`src/rtl/mem_port_arbiter.sv`:
```
// Arbitrates the single main-memory port between I-cache refills and D-cache
// refills/write-backs; one line-sized transaction in flight, with a response watchdog.
module mem_port_arbiter #(
    parameter int ADDR_W  = 32,
    parameter int LINE_W  = 128,
    parameter int TIMEOUT = 64
) (
    input  logic              clk,
    input  logic              reset,
    input  logic              ic_req,
    input  logic [ADDR_W-1:0] ic_addr,
    output logic              ic_resp_valid,
    output logic [LINE_W-1:0] ic_rdata,
    input  logic              dc_req,
    input  logic              dc_we,
    input  logic [ADDR_W-1:0] dc_addr,
    input  logic [LINE_W-1:0] dc_wdata,
    output logic              dc_resp_valid,
    output logic [LINE_W-1:0] dc_rdata,
    output logic              mem_req,
    output logic              mem_we,
    output logic [ADDR_W-1:0] mem_addr,
    output logic [LINE_W-1:0] mem_wdata,
    input  logic              mem_resp_valid,
    input  logic [LINE_W-1:0] mem_rdata,
    output logic              busy,
    output logic              err
);
    typedef enum logic [1:0] {S_IDLE, S_ISSUE, S_WAIT, S_RESP} state_t;

    localparam int CNT_W = (TIMEOUT > 2) ? $clog2(TIMEOUT) : 1;
    // WAIT is entered with the counter at 0, so the watchdog fires when the
    // counter would step onto TIMEOUT-1.
    localparam logic [CNT_W-1:0] CNT_LAST = CNT_W'(TIMEOUT - 2);

    state_t              state_q, state_d;
    logic                last_d_q, last_d_d;
    logic                owner_d_q, owner_d_d;
    logic [CNT_W-1:0]    cnt_q, cnt_d;
    logic                mem_req_q, mem_req_d;
    logic                mem_we_q, mem_we_d;
    logic [ADDR_W-1:0]   mem_addr_q, mem_addr_d;
    logic [LINE_W-1:0]   mem_wdata_q, mem_wdata_d;
    logic                ic_resp_q, ic_resp_d;
    logic                dc_resp_q, dc_resp_d;
    logic [LINE_W-1:0]   ic_rdata_q, ic_rdata_d;
    logic [LINE_W-1:0]   dc_rdata_q, dc_rdata_d;
    logic                busy_q, busy_d;
    logic                err_q, err_d;
    logic                pick_d;
    logic                done;
    logic [LINE_W-1:0]   done_data;

    always_comb begin
        state_d     = state_q;
        last_d_d    = last_d_q;
        owner_d_d   = owner_d_q;
        cnt_d       = cnt_q;
        mem_req_d   = 1'b0;
        mem_we_d    = mem_we_q;
        mem_addr_d  = mem_addr_q;
        mem_wdata_d = mem_wdata_q;
        ic_resp_d   = 1'b0;
        dc_resp_d   = 1'b0;
        ic_rdata_d  = ic_rdata_q;
        dc_rdata_d  = dc_rdata_q;
        err_d       = 1'b0;
        pick_d      = 1'b0;
        done        = 1'b0;
        done_data   = '0;
        case (state_q)
            S_IDLE: begin
                if (ic_req || dc_req) begin
                    // On a tie the side that did not win last time gets the port.
                    pick_d      = dc_req && (!ic_req || !last_d_q);
                    owner_d_d   = pick_d;
                    last_d_d    = pick_d;
                    mem_we_d    = pick_d && dc_we;
                    mem_addr_d  = pick_d ? dc_addr : ic_addr;
                    mem_wdata_d = pick_d ? dc_wdata : '0;
                    mem_req_d   = 1'b1;
                    state_d     = S_ISSUE;
                end
            end
            S_ISSUE: begin
                cnt_d   = '0;
                state_d = S_WAIT;
            end
            S_WAIT: begin
                if (mem_resp_valid) begin
                    done      = 1'b1;
                    done_data = mem_we_q ? '0 : mem_rdata;
                end else if (cnt_q == CNT_LAST) begin
                    done  = 1'b1;
                    err_d = 1'b1;
                end else begin
                    cnt_d = cnt_q + 1'b1;
                end
                if (done) begin
                    state_d = S_RESP;
                    if (owner_d_q) begin
                        dc_resp_d  = 1'b1;
                        dc_rdata_d = done_data;
                    end else begin
                        ic_resp_d  = 1'b1;
                        ic_rdata_d = done_data;
                    end
                end
            end
            S_RESP: begin
                mem_we_d    = 1'b0;
                mem_addr_d  = '0;
                mem_wdata_d = '0;
                state_d     = S_IDLE;
            end
            default: state_d = S_IDLE;
        endcase
        busy_d = (state_d != S_IDLE);
    end

    always_ff @(posedge clk or posedge reset) begin
        if (reset) begin
            state_q     <= S_IDLE;
            last_d_q    <= 1'b1;
            owner_d_q   <= 1'b0;
            cnt_q       <= '0;
            mem_req_q   <= 1'b0;
            mem_we_q    <= 1'b0;
            mem_addr_q  <= '0;
            mem_wdata_q <= '0;
            ic_resp_q   <= 1'b0;
            dc_resp_q   <= 1'b0;
            ic_rdata_q  <= '0;
            dc_rdata_q  <= '0;
            busy_q      <= 1'b0;
            err_q       <= 1'b0;
        end else begin
            state_q     <= state_d;
            last_d_q    <= last_d_d;
            owner_d_q   <= owner_d_d;
            cnt_q       <= cnt_d;
            mem_req_q   <= mem_req_d;
            mem_we_q    <= mem_we_d;
            mem_addr_q  <= mem_addr_d;
            mem_wdata_q <= mem_wdata_d;
            ic_resp_q   <= ic_resp_d;
            dc_resp_q   <= dc_resp_d;
            ic_rdata_q  <= ic_rdata_d;
            dc_rdata_q  <= dc_rdata_d;
            busy_q      <= busy_d;
            err_q       <= err_d;
        end
    end

    assign ic_resp_valid = ic_resp_q;
    assign ic_rdata      = ic_rdata_q;
    assign dc_resp_valid = dc_resp_q;
    assign dc_rdata      = dc_rdata_q;
    assign mem_req       = mem_req_q;
    assign mem_we        = mem_we_q;
    assign mem_addr      = mem_addr_q;
    assign mem_wdata     = mem_wdata_q;
    assign busy          = busy_q;
    assign err           = err_q;
endmodule

```
`config.mk`:
```
export PLATFORM = sky130hd
export DESIGN_NAME = mem_port_arbiter
export DESIGN_NICKNAME = d
export VERILOG_FILES = /design/src/rtl/mem_port_arbiter.sv
export SDC_FILE = /design/constraint.sdc
export NUM_CORES = 1
export LEC_CHECK = 0
export BUFFER_PORTS_ARGS = -buffer_cell sky130_fd_sc_hd__buf_4
export CELL_PAD_IN_SITES_DETAIL_PLACEMENT = 2
export CELL_PAD_IN_SITES_GLOBAL_PLACEMENT = 2
export CORE_AREA = 2 2 288 290
export DETAILED_ROUTE_END_ITERATION = 6
export DIE_AREA = 0 0 290 292
export GPL_TIMING_DRIVEN = 0
export MAX_ROUTING_LAYER = met4
export PLACE_DENSITY = 0.65
export SLEW_MARGIN = 5
export SYNTH_ARGS = -nofsm -noshare
export SYNTH_HDL_FRONTEND = slang
export SYNTH_SLANG_ARGS = --single-unit
```
`constraint.sdc`:
```
create_clock -name clk -period 21.6 [get_ports clk]
set_input_delay 1.08 -clock clk [delete_from_list [all_inputs] [get_ports clk]]
set_output_delay 1.08 -clock clk [all_outputs]
set_load 0.05 [all_outputs]
```
==> results of run 1 <==
cell families after synthesis:
group                      count (synthesis)
AOI/OAI and AO/OA                        440
and+or+nand+nor                           28
buffers and inverters                    137
adders and majority gates                  7
muxes                                     32
DFF                                      432
sequential cells by signal, summed over array words and instances (netlist names):
name	cells
mem_wdata	128
mem_req	1
dc_resp_valid	1
last_d_q	1
ic_rdata	128
mem_addr	32
err	1
ic_resp_valid	1
cnt_q	6
busy	1
dc_rdata	128
state_q	2
owner_d_q	1
mem_we	1
cells in the mapped netlist:
master,n,share of area (%)
dfrtp_1,431,67
a32o_1,256,16
a22o_1,129,7.0
buf_2,58,1.8
clkbuf_1,42,0.97
mux2i_1,32,2.0
o2bb2ai_1,32,1.7
inv_1,13,0.30
buf_1,12,0.28
buf_6,11,0.77
nand2_1,8,0.19
ha_1,7,0.54
a31oi_1,6,0.23
nor2_1,5,0.12
o21ai_0,4,0.12
a21oi_1,3,0.093
and3_1,2,0.077
nor2b_1,2,0.077
o211ai_1,2,0.093
o311ai_0,2,0.11
or2_2,2,0.077
a21boi_1,1,0.046
a21oi_2,1,0.054
a41oi_1,1,0.054
and2_1,1,0.039
and3b_1,1,0.054
buf_4,1,0.046
dfstp_2,1,0.16
nand2b_1,1,0.039
nand3_1,1,0.031
nand3_2,1,0.062
nand4_1,1,0.039
nor3b_1,1,0.046
nor3b_2,1,0.077
o21ai_2,1,0.054
o31a_1,1,0.054
o31ai_1,1,0.046
or3_1,1,0.039
layer usage:
layer / routed length (microns) / share of wire (%) / track usage, %
met5: 0 / 0 / -
met4: 2790 / 3.7 / 6.33
met3: 4840 / 6.4 / 4.79
met2: 39000 / 52 / 31.3
met1: 28500 / 38 / 19.0
path summary, 6_finish.rpt:
check,from,end,slack [ns],cells after the start
worst max-delay path,state_q[0]$_DFF_PP0_,dc_rdata[103]$_DFFE_PP0P_,18.76,6
worst min-delay path,ic_rdata[50]$_DFFE_PP0P_,ic_rdata[50]$_DFFE_PP0P_,0.49,1
worst max register to register,state_q[0]$_DFF_PP0_,dc_rdata[103]$_DFFE_PP0P_,18.76,6
worst min register to register,ic_rdata[50]$_DFFE_PP0P_,ic_rdata[50]$_DFFE_PP0P_,0.49,1
max in group asynchronous,reset,mem_addr[6]$_DFFE_PP0P_,19.78,3
min in group asynchronous,reset,mem_wdata[96]$_DFFE_PP0P_,0.69,2
where the power goes:
group	leakage [nW]	switching, mW	internal (mW)
Combinational	5.59	1.68	0.736
Clock	0.811	0.363	0.492
Sequential	5.59	0.202	1.11
cell usage in the layout (no fill, tap or decap), types with 3 or more instances in the layout:
| cell | netlist | final |
|---|---|---|
| buf_4 | 1 | 748 |
| dfrtp_1 | 431 | 431 |
| a32o_1 | 256 | 256 |
| a22o_1 | 129 | 129 |
| buf_2 | 58 | 58 |
| clkbuf_16 | 0 | 50 |
| clkbuf_1 | 42 | 49 |
| mux2i_1 | 32 | 32 |
| o2bb2ai_1 | 32 | 32 |
| buf_1 | 12 | 12 |
| inv_1 | 13 | 12 |
| clkinv_2 | 0 | 12 |
| clkbuf_8 | 0 | 12 |
| buf_6 | 11 | 11 |
| nand2_1 | 8 | 8 |
| ha_1 | 7 | 7 |
| a31oi_1 | 6 | 6 |
| nor2_1 | 5 | 5 |
| o21ai_0 | 4 | 4 |
| clkinvlp_4 | 0 | 4 |
| a21oi_1 | 3 | 3 |
| inv_6 | 0 | 3 |
| buf_16 | 0 | 3 |
worst reg2reg max path, stage by stage, from the launching register on:
cell      delay (ns)
dfrtp_1         0.42
inv_1           0.14
ha_1            0.34
and2_1          0.21
clkbuf_1        0.73
clkbuf_1        0.64
a32o_1          0.29
cell type report:
| class | count | area (sq um) |
|---|---|---|
| Multi-Input combinational cell | 507 | 4690 |
| Clock inverter | 23 | 201 |
| Sequential cell | 432 | 10800 |
| Antenna cell | 2 | 5.00 |
| Buffer | 124 | 624 |
| Inverter | 13 | 56.3 |
| Fill cell | 8688 | 56700 |
| Clock buffer | 69 | 1440 |
| Tap cell | 1070 | 1340 |
| Timing Repair Buffer | 750 | 5690 |
stage by stage:
stage               utilization (%)  power (mW)
finish                         30.5        4.59
global route                   30.5        4.79
CTS                            30.5        4.65
detailed placement             28.5        3.77
global placement               28.3        3.71
floorplan                         -        2.86
==> impl_metrics.yaml, run 1 <==
pwr:
  powerDensity_nw_per_um2: 185
  power_leakage_nw: 12.0
  ir_drop_mv: 0.0698
setup_path:
  crit_family: "buffers and inverters"
  crit_chain: "inv_1 -> ha_1 -> and2_1 -> clkbuf_1 -> clkbuf_1 -> a32o_1"
  cp.arrival_ns: 3.35
  cp_max_fo: 10
  critPathKind: "register to register"
  endpoint_kind: "register"
  startpoint_type: "register"
  cpMaxStageDelayCell: "clkbuf_1"
  slowest_delay_ns: 0.73
  crit_top_cell: "clkbuf_1"
  path_buf_inv: 3
  cp_data_required_time_ns: 22.11
floorplan:
  io_pins: 748
  die_w_microns: 290
  rows: 105
  start_util_pct: 19.8
  die_h_microns: 292
  core-area_sq_um: 81600
  dieArea_sq_um: 84700
final_layout:
  area_growth_pct: 53.7
  finalNonFillerCells: 2990
  nets: 2211
  drive_gt1_share_pct: 47.6
  design_area_sq_um: 24900
timing:
  hold_slack_ns: 0.489
  finalHoldViolCount: 0
  skew_ns: 0.0245
  fin_tns_setup_ns: 0
  fin_crit_sh_pct: 13.1
  fin_ws_ns: 18.76
  min_period_ns: 2.84
  setup_viol: 0
  maxSlewViolCount: 0
  slew_headroom_pct: 35.7
  rsz0062_at_grt: "false"
  worst_pin_slew_ns: 0.965
  clock.fmax_mhz: 352
global_routing:
  antenna_found_initial: 3
  grt_pass1_vias: 16154
  grt_pass1_wl_mm: 110
  grt_max_degree: 114
  grt_use_total_pct: 17.7
  overflow: 0
cts:
  cts_hold_buf: 0
  cts.htree.levels: 2
  ctsResizeCount: 0
  clkTransAtPathRegs_ns: 0.06
  cts_tree: "yes"
  cts.sink_count: 432
  worstSkewPairLatency_ns: 0.59
  cts_made_buffers: 50
  clockBufferDepth: 3
  post_cts_buffers: 0
  cts-root-buf: "clkbuf_16"
place:
  dp_cells: 2896
  portBuffers: 747
  pre_cts_ws_ns: 18.47
  globalplace.congestion: 0.867
  place_hpwl_mm: 57.4
  placed_cell_area_sq_um: 23200
synth:
  synth_fa_ha_area_share_pct: 0.541
  ys_types: 38
  synth_top_family_by_area: "compound AO/OA/AOI/OAI gates"
  syn_nets: 1409
  synth-simple-area-share_pct: 0.959
  synth_xor_area_share_pct: 0
  synthMuxAreaShare_pct: 1.98
  avgSynthCellArea_sq_um: 15.0
  yosysWarnings: 0
  syn_inst: 1076
  syn_area_sq_um: 16200
  synth-seq-cells: 432
  seq_area_frac_synth_pct: 66.8
  synth_compound_area_share_pct: 25.5
drt:
  drt-pass1-iter-count: 5
  drc_errors: 0
  via_count: 13965
  drt_iter0_drc: 579
  drt-wirelength-per-cell_microns: 25.1
  vias_per_cell: 4.67
  antenna_left: 0
  routed_wl_mm: 75.2
run_status:
  status: "finished, final reports clean"
worst_hold_path:
  hold_class: "register to register"
run:
  maxCapViolations: 0
Power figures use the tool's default switching activity.
==> inputs of run 2 (changes only) <==
--- a/config.mk
+++ b/config.mk
@@ -8,12 +8,12 @@
 export BUFFER_PORTS_ARGS = -buffer_cell sky130_fd_sc_hd__buf_4
 export CELL_PAD_IN_SITES_DETAIL_PLACEMENT = 2
 export CELL_PAD_IN_SITES_GLOBAL_PLACEMENT = 2
-export CORE_AREA = 2 2 288 290
+export CORE_AREA = 2 2 287 289
 export DETAILED_ROUTE_END_ITERATION = 6
-export DIE_AREA = 0 0 290 292
+export DIE_AREA = 0 0 289 291
 export GPL_TIMING_DRIVEN = 0
 export MAX_ROUTING_LAYER = met4
-export PLACE_DENSITY = 0.65
+export PLACE_DENSITY = 0.67
 export SLEW_MARGIN = 5
 export SYNTH_ARGS = -nofsm -noshare
 export SYNTH_HDL_FRONTEND = slang
==> constraint.sdc (replaced) <==
create_clock -name clk -period 2.5 [get_ports clk]
set_input_delay 0.125 -clock clk [delete_from_list [all_inputs] [get_ports clk]]
set_output_delay 0.125 -clock clk [all_outputs]
set_load 0.05 [all_outputs]
==> impl_metrics.yaml, run 2 (synthesis gave the netlist of run 1 again) <==
run_status:
  status: "finished, final reports clean"
timing:
  rsz0062_at_grt: "false"
  slew_headroom_pct: 36.2
  skew_ns: 0.0252
  min_period_ns: 2.32
  finalHoldViolCount: 0
  fin_crit_sh_pct: 92.8
  fin_tns_setup_ns: 0
  maxSlewViolCount: 0
  worst_pin_slew_ns: 0.956
  setup_viol: 0
  clock.fmax_mhz: 431
  hold_slack_ns: 0.212
final_layout:
  area_growth_pct: 76.4
  nets: 2550
  drive_gt1_share_pct: 42.2
  final_cell_mix: "buf_4 (749), dfrtp_1 (431), dlygate4sd3_1 (326), a32o_1 (256), a22o_1 (129)"
  utilization_pct: 35.1
  final_common_cell: "buf_4"
  n_fill_cell: 8431
setup_path:
  crit_chain: "inv_1 -> ha_2 -> and2_1 -> clkbuf_2 -> buf_1 -> a32o_1"
  rr_startpoint: "state_q[0]$_DFF_PP0_"
  endpoint_kind: "register"
  rr_worst_depth: 6
  cpMaxStageDelayCell: "buf_1"
  r2r-end: "dc_rdata[13]$_DFFE_PP0P_"
  cp_max_fo: 10
  r2r_slack_ns: 0.18
  slowest_delay_ns: 0.51
  cp_data_required_time_ns: 3.02
  critPathKind: "register to register"
  startpoint_type: "register"
  cp.arrival_ns: 2.84
drt:
  via_count: 15703
  drt-wirelength-per-cell_microns: 25.9
  drt-pass1-iter-count: 4
  routed_wl_mm: 86.3
  drt_iter0_drc: 720
  vias_per_cell: 4.71
  antenna_left: 0
  drc_errors: 0
cts:
  cts_tree: "yes"
  cts-root-buf: "clkbuf_16"
  cts.sink_count: 432
  clockBufferDepth: 3
  cts.htree.levels: 2
  cts_made_buffers: 52
  worstSkewPairLatency_ns: 0.60
  clkTransAtPathRegs_ns: 0.06
floorplan:
  io_pins: 748
  die_h_microns: 291
  dieArea_sq_um: 84100
  die_w_microns: 289
  start_util_pct: 19.9
  rows: 105
  core-area_sq_um: 81200
worst_hold_path:
  hold_class: "primary input to asynchronous set/reset pin"
pwr:
  power_leakage_nw: 13.6
  powerDensity_nw_per_um2: 1460
  ir_drop_mv: 0.671
global_routing:
  antenna_found_initial: 4
  grt_max_degree: 44
  grt_use_total_pct: 20.6
  grt_pass1_wl_mm: 127
  overflow: 0
  grt_pass1_vias: 18650
place:
  portBuffers: 747
  globalplace.congestion: 0.840
  place_hpwl_mm: 58.2
run:
  maxCapViolations: 0
run 2: worst max path at each step:
stage,cells past startpoint,startpoint,slack (ns),to
final,6,state_q[0]$_DFF_PP0_,0.18,dc_rdata[13]$_DFFE_PP0P_
after global routing,6,state_q[0]$_DFF_PP0_,0.02,dc_rdata[68]$_DFFE_PP0P_
after CTS,6,state_q[0]$_DFF_PP0_,0.01,dc_rdata[83]$_DFFE_PP0P_
after detailed placement,6,state_q[0]$_DFF_PP0_,-0.51,dc_rdata[113]$_DFFE_PP0P_
after global placement,2,reset,-6.07,dc_rdata[104]$_DFFE_PP0P_
after floorplan,1,reset,-3.46,busy$_DFF_PP0_
run 2: worst max-delay path, delay by kind of cell (launching register included):
kind / cells / cell delay (ns)
flip-flops: 1 / 0.41
AO/OA/AOI/OAI: 1 / 0.29
AND/OR/NAND/NOR: 1 / 0.20
buffers and inverters: 3 / 1.02
adder cells (fa/ha/maj): 1 / 0.32
run 2: final cells by class:
type                       instances  area [sq um]  share of cell area [%]
timing repair buffer            1087          9140                    32.0
buffer                           124           656                    2.30
clock buffer                      69          1530                    5.36
sequential                       432         10800                    37.9
multi-input combinational        507          4710                    16.5
inverter                          13          52.6                   0.184
clock inverter                    25           279                   0.978
tap                             1070          1340                    4.69
antenna                            6          15.0                  0.0526
run 2: what timing repair did:
item,4_1_cts,5_1_grt
buffers inserted,0,2
endpoints found under the hold margin,452,0
setup endpoints to repair,234,236
resized for setup,20,7
pin swaps,0,0
hold buffers,326,0
run 2: metal layers:
layer  part of all wire (%)  routed length (microns)  track usage, %
met2                     53                    45900            37.4
met3                    5.4                     4680            3.79
met5                      0                        0               -
met4                    4.2                     3590            7.76
met1                     37                    32100            21.9
run 2: where the power goes:
part           total [mW]  internal [mW]  switching (mW)
clock                8.04           4.81            3.24
sequential           11.5           9.62            1.89
combinational        22.0           6.90            15.1
total                41.5           21.3            20.2
run 2: per-stage QoR:
stage               total power [mW]  area, sq um  setup WS [ns]  instances
floorplan                       24.7        16200          -3.46       1076
global placement                32.0        23100          -6.07       2893
detailed placement              32.6        23400         -0.508       2905
CTS                             41.3        28500         0.0127       3325
global route                    43.1        28500         0.0231       3332
finish                          41.5        28500          0.181       3333
==> inputs of run 3 (changes only) <==
--- a/config.mk
+++ b/config.mk
@@ -8,12 +8,12 @@
 export BUFFER_PORTS_ARGS = -buffer_cell sky130_fd_sc_hd__buf_4
 export CELL_PAD_IN_SITES_DETAIL_PLACEMENT = 2
 export CELL_PAD_IN_SITES_GLOBAL_PLACEMENT = 2
-export CORE_AREA = 2 2 287 289
+export CORE_AREA = 2 2 289 291
 export DETAILED_ROUTE_END_ITERATION = 6
-export DIE_AREA = 0 0 289 291
+export DIE_AREA = 0 0 291 293
 export GPL_TIMING_DRIVEN = 0
 export MAX_ROUTING_LAYER = met4
-export PLACE_DENSITY = 0.67
+export PLACE_DENSITY = 0.65
 export SLEW_MARGIN = 5
 export SYNTH_ARGS = -nofsm -noshare
 export SYNTH_HDL_FRONTEND = slang
==> constraint.sdc (replaced) <==
create_clock -name clk -period 2.6 [get_ports clk]
set_input_delay 0.13 -clock clk [delete_from_list [all_inputs] [get_ports clk]]
set_output_delay 0.13 -clock clk [all_outputs]
set_load 0.05 [all_outputs]
==> impl_metrics.yaml, run 3 (synthesis gave the netlist of run 1 again) <==
global_routing:
  grt_pass1_wl_mm: 125
  grt_max_degree: 42
  overflow: 0
  grt_use_total_pct: 19.8
  antenna_found_initial: 4
  grt_pass1_vias: 18213
setup_path:
  crit_family: "buffers and inverters"
  path_buf_inv: 3
  slowest_delay_ns: 0.47
  cp_data_required_time_ns: 3.11
  cp_max_fo: 10
  cp.depth: 6
  cpMaxStageDelayCell: "clkbuf_1"
  endpoint_kind: "register"
  critPathKind: "register to register"
  startpoint_type: "register"
  cp.arrival_ns: 2.91
  crit_chain: "inv_1 -> ha_1 -> nor2b_1 -> buf_4 -> clkbuf_1 -> a32o_1"
  rr_worst_depth: 6
timing:
  fin_tns_setup_ns: 0
  fin_crit_sh_pct: 92.3
  finalHoldViolCount: 0
  clock.fmax_mhz: 417
  rsz0062_at_grt: "false"
  maxSlewViolCount: 0
  skew_ns: 0.0244
  slew_headroom_pct: 41.0
  min_period_ns: 2.40
  worst_pin_slew_ns: 0.885
  setup_viol: 0
  fin_ws_ns: 0.200
final_layout:
  utilization_pct: 34.7
  design_area_sq_um: 28400
  nets: 2547
  area_growth_pct: 75.8
  final_cell_mix: "buf_4 (749), dfrtp_1 (431), dlygate4sd3_1 (326), a32o_1 (256), a22o_1 (129)"
  final_common_cell: "buf_4"
  drive_gt1_share_pct: 41.5
cts:
  cts_made_buffers: 51
  post_cts_buffers: 0
  cts.htree.levels: 2
  clkTransAtPathRegs_ns: 0.07
  clockBufferDepth: 3
  cts.sink_count: 432
  worstSkewPairLatency_ns: 0.59
  cts_tree: "yes"
  cts-root-buf: "clkbuf_16"
drt:
  routed_wl_mm: 84.4
  wl_met1_mm: 31.7
  via_count: 15499
  drc_errors: 0
  drt-wirelength-per-cell_microns: 25.3
  dr_wl_met3_mm: 4.55
  drt_iter0_drc: 594
  top_layer: "met4"
  antenna_left: 0
  vias_per_cell: 4.65
  dr_wl_met2_mm: 45.1
  drt-pass1-iter-count: 4
run_status:
  status: "finished, final reports clean"
place:
  place_hpwl_mm: 58.5
  portBuffers: 747
  pre_cts_ws_ns: -0.484
  globalplace.congestion: 0.832
  placed_cell_area_sq_um: 23400
worst_hold_path:
  hold_class: "primary input to asynchronous set/reset pin"
pwr:
  ir_drop_mv: 0.611
  powerDensity_nw_per_um2: 1390
  finalPower_mw: 39.5
  power_leakage_nw: 13.5
floorplan:
  core-area_sq_um: 81800
  die_w_microns: 291
  die_h_microns: 293
  dieArea_sq_um: 85300
  rows: 105
  io_pins: 748
  start_util_pct: 19.8
run:
  maxCapViolations: 0
[run 3: layout make-up]
cell class / instances / area (sq um)
diodes: 5 / 12.5
plain buffers: 124 / 648
clock buffers: 76 / 1520
clock inverters: 20 / 233
fillers: 8506 / 53400
inverters: 13 / 52.6
multi-input cells: 507 / 4710
flip-flops and latches: 432 / 10800
well taps: 1070 / 1340
repair buffers: 1085 / 9110
[run 3: worst paths after layout]
path / startpoint / to / slack [ns]
hold / removal: reset / mem_wdata[93]$_DFFE_PP0P_ / 0.12
max in group asynchronous: reset / dc_rdata[72]$_DFFE_PP0P_ / 1.09
min in group clk: dc_wdata[96] / mem_wdata[96]$_DFFE_PP0P_ / 0.31
setup reg to reg: state_q[0]$_DFF_PP0_ / ic_rdata[59]$_DFFE_PP0P_ / 0.20
hold reg to reg: dc_rdata[110]$_DFFE_PP0P_ / dc_rdata[110]$_DFFE_PP0P_ / 0.49
setup / recovery: state_q[0]$_DFF_PP0_ / ic_rdata[59]$_DFFE_PP0P_ / 0.20
[run 3: where the power goes]
group / switching [mW] / internal (mW) / leakage (nW)
clock: 3.07 / 4.47 / 0.869
combinational: 14.4 / 6.57 / 7.07
sequential: 1.75 / 9.25 / 5.59
total: 19.2 / 20.3 / 13.5
[run 3: worst min-delay path, cell delays in order]
cell and delay, ns:
dlygate4sd3_1 0.56, buf_4 0.15, clkinvlp_4 0.26
[run 3: stage by stage]
| step | cells | hold WS (ns) |
|---|---|---|
| after floorplan | 1076 | 0.200 |
| after global placement | 2893 | 0.348 |
| after detailed placement | 2905 | 0.146 |
| after CTS | 3327 | 0.0343 |
| after global routing | 3331 | 0.0942 |
| final | 3332 | 0.116 |
[run 3: what timing repair did]
item | 4_1_cts | 5_1_grt
hold buffers | 326 | 0
setup endpoints to repair | 221 | 83
resized for setup | 9 | 17
endpoints found under the hold margin | 495 | 0
[run 3: metal layers]
| layer | vias to the layer above | global-route usage (%) |
|---|---|---|
| met3 | 148 | 4.11 |
| met2 | 587 | 36.1 |
| met1 | 8111 | 21.1 |
| met5 | - | - |
| met4 | 0 | 7.03 |
| li1 | 6653 | - |
